## src/rtl/proj_trigger_gen.sv

```systemverilog
// Coax trigger generator: input stretch, row/total multiplicity, per-unit trigger with dead time and prescale, rolling trigger.
// Optional per-channel and per-unit counters are enabled with PROJ_TRIGGER_HIST_EN.
module proj_trigger_gen #(
    parameter int unsigned NCH       = 16,
    parameter int unsigned NROW      = 4,
    parameter int unsigned NTRIG     = 8,
    parameter int unsigned ROLL_LOG2 = 20
) (
    input  logic                 clk_adc,
    input  logic                 nrst,
    input  logic [NCH-1:0]       coax_in,
    output logic [2*NTRIG-1:0]   coax_out,
    input  logic [7:0]           coincidence_time,
    input  logic [7:0]           dead_time,
    input  logic [7:0]           out_width,
    input  logic [2*NTRIG-1:0]   trig_mode,
    input  logic [5*NTRIG-1:0]   trig_thr,
    input  logic [31:0]          randnum,
    input  logic [31:0]          prescale,
    input  logic                 dorolling,
    output logic                 ext_trig_out,
    input  logic                 resethist,
    input  logic [7:0]           hist_sel,
    output logic [31:0]          hist_out
);

    localparam int unsigned CPR  = NCH / NROW;
    localparam int unsigned CW   = $clog2(NCH + 1);
    localparam int unsigned THW  = 5;
    localparam int unsigned CMPW = (CW > THW) ? CW : THW;
    localparam int unsigned RW   = ROLL_LOG2 + 1;
    localparam logic [RW-1:0] ROLL_MAX = {1'b1, {ROLL_LOG2{1'b0}}};

    logic [NCH-1:0]     coaxinreg_q, coaxinreg_d;
    logic               pass_prescale_q, pass_prescale_d;
    logic [31:0]        prescale_q, prescale_d;
    logic [7:0]         tin_q [NCH];
    logic [7:0]         tin_d [NCH];
    logic [CW-1:0]      nrow_q [NROW];
    logic [CW-1:0]      nrow_d [NROW];
    logic [CW-1:0]      ntot_q, ntot_d;
    logic [CW-1:0]      nact_q, nact_d;
    logic [7:0]         d_q [NTRIG];
    logic [7:0]         d_d [NTRIG];
    logic [7:0]         t_q [NTRIG];
    logic [7:0]         t_d [NTRIG];
    logic [2*NTRIG-1:0] coax_out_q, coax_out_d;
    logic [RW-1:0]      roll_q, roll_d;
    logic [2:0]         ext_cnt_q, ext_cnt_d;
    logic               ext_trig_out_q, ext_trig_out_d;

    logic [NTRIG-1:0]   fire_c;
    logic [1:0]         mode;
    logic [THW-1:0]     thr;
    logic               row_hit;
    logic               cond;
    logic               elig;
    logic               wrap;

    // Stages 1-3: input capture, stretch, multiplicity counts
    always_comb begin
        coaxinreg_d     = ~coax_in;
        prescale_d      = prescale;
        pass_prescale_d = (randnum <= prescale_q);
        ntot_d          = '0;
        nact_d          = '0;
        for (int unsigned j = 0; j < NCH; j++) begin
            if (coaxinreg_q[j])
                tin_d[j] = coincidence_time;
            else if (tin_q[j] != 8'd0)
                tin_d[j] = tin_q[j] - 8'd1;
            else
                tin_d[j] = 8'd0;
        end
        for (int unsigned r = 0; r < NROW; r++) begin
            nrow_d[r] = '0;
            for (int unsigned c = 0; c < CPR; c++) begin
                if (tin_q[r*CPR + c] != 8'd0)
                    nrow_d[r] = nrow_d[r] + CW'(1);
            end
            ntot_d = ntot_d + nrow_d[r];
            if (nrow_d[r] != '0)
                nact_d = nact_d + CW'(1);
        end
    end

    // Stage 4: per-unit trigger decision, dead time and output width
    always_comb begin
        mode       = 2'd0;
        thr        = '0;
        row_hit    = 1'b0;
        cond       = 1'b0;
        elig       = 1'b0;
        fire_c     = '0;
        coax_out_d = '0;
        for (int unsigned k = 0; k < NTRIG; k++) begin
            mode    = trig_mode[2*k +: 2];
            thr     = trig_thr[THW*k +: THW];
            row_hit = 1'b0;
            for (int unsigned r = 0; r < NROW; r++) begin
                if (CMPW'(nrow_q[r]) >= CMPW'(thr))
                    row_hit = 1'b1;
            end
            case (mode)
                2'd1:    cond = (CMPW'(ntot_q) >= CMPW'(thr));
                2'd2:    cond = row_hit;
                2'd3:    cond = row_hit && (nact_q == CW'(1));
                default: cond = 1'b0;
            endcase
            if ((mode != 2'd0) && (thr == '0))
                cond = 1'b1;
            elig      = (d_q[k] == 8'd0) && cond;
            fire_c[k] = elig && pass_prescale_q;
            if (elig)
                d_d[k] = dead_time;
            else if (d_q[k] != 8'd0)
                d_d[k] = d_q[k] - 8'd1;
            else
                d_d[k] = 8'd0;
            if (fire_c[k])
                t_d[k] = out_width;
            else if (t_q[k] != 8'd0)
                t_d[k] = t_q[k] - 8'd1;
            else
                t_d[k] = 8'd0;
            coax_out_d[2*k]     = (t_q[k] != 8'd0);
            coax_out_d[2*k + 1] = (t_q[k] != 8'd0);
        end
    end

    // Rolling trigger: period 2^ROLL_LOG2 + 1, 4-cycle pulse at the wrap
    always_comb begin
        wrap   = (roll_q == ROLL_MAX);
        roll_d = wrap ? '0 : roll_q + RW'(1);
        if (wrap && dorolling)
            ext_cnt_d = 3'd4;
        else if (ext_cnt_q != 3'd0)
            ext_cnt_d = ext_cnt_q - 3'd1;
        else
            ext_cnt_d = 3'd0;
        ext_trig_out_d = (ext_cnt_d != 3'd0);
    end

    always_ff @(posedge clk_adc or negedge nrst) begin
        if (!nrst) begin
            coaxinreg_q     <= '0;
            pass_prescale_q <= 1'b0;
            prescale_q      <= '0;
            for (int unsigned j = 0; j < NCH; j++) tin_q[j] <= '0;
            for (int unsigned r = 0; r < NROW; r++) nrow_q[r] <= '0;
            ntot_q          <= '0;
            nact_q          <= '0;
            for (int unsigned k = 0; k < NTRIG; k++) begin
                d_q[k] <= '0;
                t_q[k] <= '0;
            end
            coax_out_q      <= '0;
            roll_q          <= '0;
            ext_cnt_q       <= '0;
            ext_trig_out_q  <= 1'b0;
        end else begin
            coaxinreg_q     <= coaxinreg_d;
            pass_prescale_q <= pass_prescale_d;
            prescale_q      <= prescale_d;
            for (int unsigned j = 0; j < NCH; j++) tin_q[j] <= tin_d[j];
            for (int unsigned r = 0; r < NROW; r++) nrow_q[r] <= nrow_d[r];
            ntot_q          <= ntot_d;
            nact_q          <= nact_d;
            for (int unsigned k = 0; k < NTRIG; k++) begin
                d_q[k] <= d_d[k];
                t_q[k] <= t_d[k];
            end
            coax_out_q      <= coax_out_d;
            roll_q          <= roll_d;
            ext_cnt_q       <= ext_cnt_d;
            ext_trig_out_q  <= ext_trig_out_d;
        end
    end

    assign coax_out     = coax_out_q;
    assign ext_trig_out = ext_trig_out_q;

`ifdef PROJ_TRIGGER_HIST_EN
    logic [31:0] hin_q [NCH];
    logic [31:0] hin_d [NCH];
    logic [31:0] hf_q [NTRIG];
    logic [31:0] hf_d [NTRIG];
    logic [31:0] hist_out_q, hist_out_d;

    // Saturating counters; resethist wins over increment
    always_comb begin
        hist_out_d = '0;
        for (int unsigned j = 0; j < NCH; j++) begin
            if (resethist)
                hin_d[j] = '0;
            else if (coaxinreg_q[j] && (hin_q[j] != 32'hFFFF_FFFF))
                hin_d[j] = hin_q[j] + 32'd1;
            else
                hin_d[j] = hin_q[j];
            if (32'(hist_sel) == j)
                hist_out_d = hin_q[j];
        end
        for (int unsigned k = 0; k < NTRIG; k++) begin
            if (resethist)
                hf_d[k] = '0;
            else if (fire_c[k] && (hf_q[k] != 32'hFFFF_FFFF))
                hf_d[k] = hf_q[k] + 32'd1;
            else
                hf_d[k] = hf_q[k];
            if (32'(hist_sel) == NCH + k)
                hist_out_d = hf_q[k];
        end
    end

    always_ff @(posedge clk_adc or negedge nrst) begin
        if (!nrst) begin
            for (int unsigned j = 0; j < NCH; j++) hin_q[j] <= '0;
            for (int unsigned k = 0; k < NTRIG; k++) hf_q[k] <= '0;
            hist_out_q <= '0;
        end else begin
            for (int unsigned j = 0; j < NCH; j++) hin_q[j] <= hin_d[j];
            for (int unsigned k = 0; k < NTRIG; k++) hf_q[k] <= hf_d[k];
            hist_out_q <= hist_out_d;
        end
    end

    assign hist_out = hist_out_q;
`else
    logic unused_hist;
    assign unused_hist = ^{resethist, hist_sel};
    assign hist_out    = 32'd0;
`endif

endmodule
```

## config.mk

```make
export PLATFORM = sky130hd
export DESIGN_NAME = proj_trigger_gen
export DESIGN_NICKNAME = d
export VERILOG_FILES = /design/src/rtl/proj_trigger_gen.sv
export SDC_FILE = /design/constraint.sdc
export NUM_CORES = 1
export LEC_CHECK = 0
export BUFFER_PORTS_ARGS = -buffer_cell sky130_fd_sc_hd__buf_2
export CORE_MARGIN = 4
export CORE_UTILIZATION = 40
export CTS_BUF_LIST = sky130_fd_sc_hd__clkbuf_4
export DETAILED_ROUTE_END_ITERATION = 10
export GPL_TIMING_DRIVEN = 1
export HOLD_SLACK_MARGIN = 0.1
export SYNTH_ARGS = -nofsm -noshare
export SYNTH_HDL_FRONTEND = slang
export SYNTH_SLANG_ARGS = --single-unit
```

## constraint.sdc

```tcl
create_clock -name clk_adc -period 10.74 [get_ports clk_adc]
set_input_delay 0.537 -clock clk_adc [delete_from_list [all_inputs] [get_ports clk_adc]]
set_output_delay 0.537 -clock clk_adc [all_outputs]
set_load 0.02 [all_outputs]
```

# Word level (Yosys, flattened, before mapping)
# Cells that the tools add are included.
dict set report totals {
  register_bits 375
  latchBits 0
  mem_bits_rw 0
  mem_bits_ro 0
  input_bits 172
  out_inout_bits 49
  elab_cells 395
  memories 0
}
dict set report classes {
  add_sub_neg 52
  mul 0
  n_div 0
  order_cmp 41
  eq_ne 26
  shifts 0
  muxes 135
  bitwise_logic 1
  n_reduce_logical 95
}
# cell count
set ops {}
lappend ops {{2-to-1 mux 8 bit} 64}
lappend ops {{nonzero test 8 bit} 32}
lappend ops {{subtractor 8 x 1 -> 8 bit (second input constant)} 32}
lappend ops {{greater-or-equal comparator 5 bit} 40}
lappend ops {{adder 5 x 1 -> 5 bit (second input constant)} 15}
lappend ops {{2-to-1 mux 5 bit} 15}
lappend ops {{zero test 8 bit} 8}
lappend ops {{2-to-1 mux 1 bit} 45}
lappend ops {{zero test 5 bit} 8}
lappend ops {{logical AND 1 bit} 33}
lappend ops {{== test 2 bit (second input constant)} 16}
lappend ops {{less-or-equal comparator 32 bit} 1}
lappend ops {{one-hot mux 1 bit (3 select lines)} 8}
lappend ops {{adder 21 x 1 -> 21 bit (second input constant)} 1}
lappend ops {{== test 21 bit (second input constant)} 1}
lappend ops {{2-to-1 mux 21 bit} 1}
lappend ops {{nonzero test 5 bit} 4}
lappend ops {{== test 2 x 1 -> 1 bit (second input constant)} 8}
lappend ops {{inverter 16 bit} 1}
lappend ops {{nonzero test 2 bit} 8}
lappend ops {{adder 5 bit} 3}
lappend ops {{2-to-1 mux 3 bit} 2}
lappend ops {{nonzero test 3 bit} 2}
lappend ops {{== test 5 x 1 -> 1 bit (second input constant)} 1}
lappend ops {{subtractor 3 x 1 -> 3 bit (second input constant)} 1}

# Longest topological paths before layout
dict set report depth {
  word_depth 16
  depth_mapped 18
  ltp_nobuf 17
}

# Worst setup path before layout
# No wires, ideal clock.
dict set report synth_path {
  path_kind {register -> register}
  from {register tin_q[20] in the netlist's numbering}
  to {register ntot_q[3]}
  setup_ns 0.123
  t_arrival_ns 4.475
  required_ns 10.617
  setup_slack_ns 6.143
  stages_incl_launch_ff 15
  path_buffers 0
  period_less_slack_ns 4.597
  path_cell_list {dfrtp_1 or4_1 nor4b_2 ha_1 xnor2_1 ha_1 mux2_2 fa_1 inv_1 fa_1 inv_1 ha_1 inv_1 fa_1 xnor2_1}
}
# element line_no
set synth_lines {}
lappend synth_lines {{from (decl)} 37} ;# logic [7:0] tin_q [NCH];
lappend synth_lines {{to (signal assigned)} 167} ;# ntot_q <= ntot_d;
lappend synth_lines {{to (decl)} 41} ;# logic [CW-1:0] ntot_q, ntot_d;

==> run_results.csv <==
group,metric,value,unit
status,run_status,"finished, final reports clean",
min_path,hold_path.startpoint,"coincidence_time[4]",
flow_run,maxCapViolCount,0,
layout,utilization,0.465,
route,route.vias.total,18100,
route,ant_nets,0,
layout,multi_input_area,12600,sq um
sta,setup_ws,5.45,ns
layout,regArea,9080,sq um
logic_synthesis,synth-edff-count,0,
clock_network,clockBufferDepth,3,
placement,post-place-ws,5.48,ns
floorplan,core_region_area,56600,sq um
setup_path,required,11.43,ns
placement,place_hpwl,38900,um
logic_synthesis,ys_seq_area_frac,0.396,
route,initialDrtViolationCount,796,
logic_synthesis,synth_flop_cell,"dfrtp_1",
sta,fin_worst_skew,0.0468,ns
layout,fillers,5466,
clock_network,cts_setup_buffers,0,
min_path,hold_depth,3,
logic_synthesis,yosys_warnings,0,
clock_network,root_buffer,"clkbuf_4",
route,drt_first_pass_iters,5,
clock_network,cts_tree,"built",
layout,instances_no_fill,3476,
logic_synthesis,yosysTopAreaCellShare,0.396,
logic_synthesis,synthesis.area,22900,sq um
setup_path,cp-start-kind,"register",
logic_synthesis,avgSynthCellArea,9.71,sq um
logic_synthesis,synthCells,2361,
route,routedWlPerCell,16.4,um
sta,final-hold-violation-count,0,
route,routed_via_density,5.20,
global_route,antenna_found_initial,1,
sta,setup_tns,0,ns
global_route,grt_first_pass_wirelength,92400,um
global_route,overflow,0,
layout,area_delta_synth_final,14.7,%
sta,slew-limit-headroom,0.240,
clock_network,clkTransAtPathRegs,0.06,ns
setup_path,reg2reg_depth,14,
setup_path,crit_arrival,5.97,ns
min_path,hold_class,"input port to register",
floorplan,fp.dieW,247,um
floorplan,fp.dieH,247,um
logic_synthesis,synth_area_leaders,"dfrtp_1 40%, ha_1 14%, xnor2_1 4.6%",
setup_path,rr_startpoint,"tin_q[28]",
floorplan,io_pins,221,
setup_path,crit_fanout,9,
global_route,grt_pass1_vias,18300,
setup_path,reg2reg_to,"ntot_q[3]",
sta,rsz0062_at_grt,"false",
floorplan,start_util,0.405,
pwr,power_density,143,nW/um^2
route,drc,0,
layout,layout-drive-gt1-share,0.162,
global_route,grt_use_met3,0.0365,
logic_synthesis,yosysMostFrequentCell,"dfrtp_1",
min_path,hold_end,"tin_q[124]",
sta,timing.final.crit_share,0.492,
placement,gp_congestion,0.847,
clock_network,clk_latency,0.82,ns
sta,finalCriticalPeriod,5.29,ns
global_route,use_met2,0.312,
pwr,p_leak,12.5,nW
setup_path,crit_path_end_kind,"register",
global_route,grt_max_degree,165,
floorplan,die_area,61200,sq um
floorplan,rows,87,
clock_network,cts_made_buffers,101,
layout,nets,3093,
placement,io_buffers,179,
logic_synthesis,ys_ff_latch,363,
logic_synthesis,yosysTopAreaCell,"dfrtp_1",
placement,dp.cells,3237,
global_route,met1_usage,0.239,
route,drt-total-wl,57100,um
clock_network,clock-sinks,363,
pwr,peakVddDrop,0.0000832,V
logic_synthesis,yosysUniqueCellTypes,87,
global_route,grt-busiest-layer,"met2",
sta,finalSetupViolCount,0,
logic_synthesis,synthTopCellsByCount,"363 x dfrtp_1, 262 x ha_1, 211 x inv_1",
logic_synthesis,async_reset_ff_frac,1.00,
clock_network,h-tree-depth,3,
sta,drv_slew,0,
setup_path,critPathKind,"register to register",
sta,max_freq,0.189,GHz
setup_path,rrSetupSlack,5.45,ns
sta,worst-slew-pin-transition,1.14,ns
global_route,grt_use_total,0.186,
[worst max path at each step]
stage	startpoint	to	slack [ns]	depth (start not counted)
after floorplan	tin_q[20]	ntot_q[3]	6.14	14
after global placement	tin_q[28]	ntot_q[3]	5.63	14
after detailed placement	tin_q[28]	ntot_q[3]	5.48	14
after CTS	tin_q[28]	ntot_q[3]	5.39	14
after global routing	tin_q[28]	ntot_q[3]	5.14	14
final	tin_q[28]	ntot_q[3]	5.45	14
[worst max-delay path, cell delays in order (launching register included)]
cell     delay (ns)
dfrtp_1        0.40
or4_1          0.60
nor4b_2        0.90
ha_1           0.43
xnor2_1        0.32
ha_1           0.30
mux2_2         0.30
fa_1           0.53
inv_1          0.05
fa_1           0.46
inv_1          0.08
ha_1           0.16
inv_1          0.05
fa_1           0.38
xnor2_1        0.20
[placed cells by master (no fill, tap or decap), types with 18 or more instances in the layout]
cell type,Yosys,final
a211oi_1,32,32
a21oi_1,88,88
a22o_1,22,22
and3_1,19,19
buf_2,4,178
clkbuf_4,0,136
clkinv_1,0,26
conb_1,2,41
dfrtp_1,363,363
dlygate4sd3_1,0,67
ha_1,262,262
inv_1,211,211
mux2_2,54,54
nand2_1,210,210
nand2b_1,42,42
nand3_1,56,56
nor2_1,141,141
nor3_1,73,73
nor4_1,34,34
o21ai_0,106,106
o22ai_1,18,18
o31ai_1,106,106
or3_1,19,19
xnor2_1,121,121
xor2_1,40,40
[per-stage QoR]
stage | area, sq um | power, mW | hold slack [ns]
floorplan | 23100 | 2.27 | 0.241
global placement | 24400 | 2.49 | 0.459
detailed placement | 24400 | 2.53 | 0.462
CTS | 26300 | 3.81 | 0.109
global route | 26300 | 4.03 | 0.147
finish | 26300 | 3.75 | 0.224
[flip-flops by register name, indices dropped and copies added, names as in the netlist]
signal and flops:
coax_out 8, coaxinreg_q 16, d_q 64, ext_cnt_q 3
ext_trig_out 1, nact_q 4, nrow_q 16, ntot_q 5
pass_prescale_q 1, prescale_q 32, roll_q 21, t_q 64
tin_q 128
[layout make-up]
type / count / area share
antenna: 1 / 0.0000951
clock buffer: 136 / 0.0388
clock inverter: 35 / 0.00766
inverter: 211 / 0.0301
multi-input combinational: 1721 / 0.480
sequential: 363 / 0.345
tap: 756 / 0.0360
timing repair buffer: 253 / 0.0624
[per-layer routing]
layer  vias to the layer above  part of all wire
met5                         -                 0
met4                         0             0.027
met3                       111             0.047
met2                       379              0.48
met1                      8723              0.44
li1                       8854                 -
[where the power goes]
group / switching [mW] / internal, mW
registers: 0.182 / 1.51
clock network: 0.589 / 0.632
logic: 0.446 / 0.395
[logic make-up after synthesis]
family,share of synthesized area
mux,0.0407
other cells,0.000328
buf+inv,0.0601
flops,0.396
simple gates,0.157
fa+ha+maj,0.150
compound gates,0.134
xor+xnor,0.0615
[repair_timing]
item / CTS / global route
endpoints found under the hold margin: 287 / 0
hold buffers: 67 / 0
gates resized for setup: 0 / 0
Note: power is estimated with default switching activity, not from simulation.
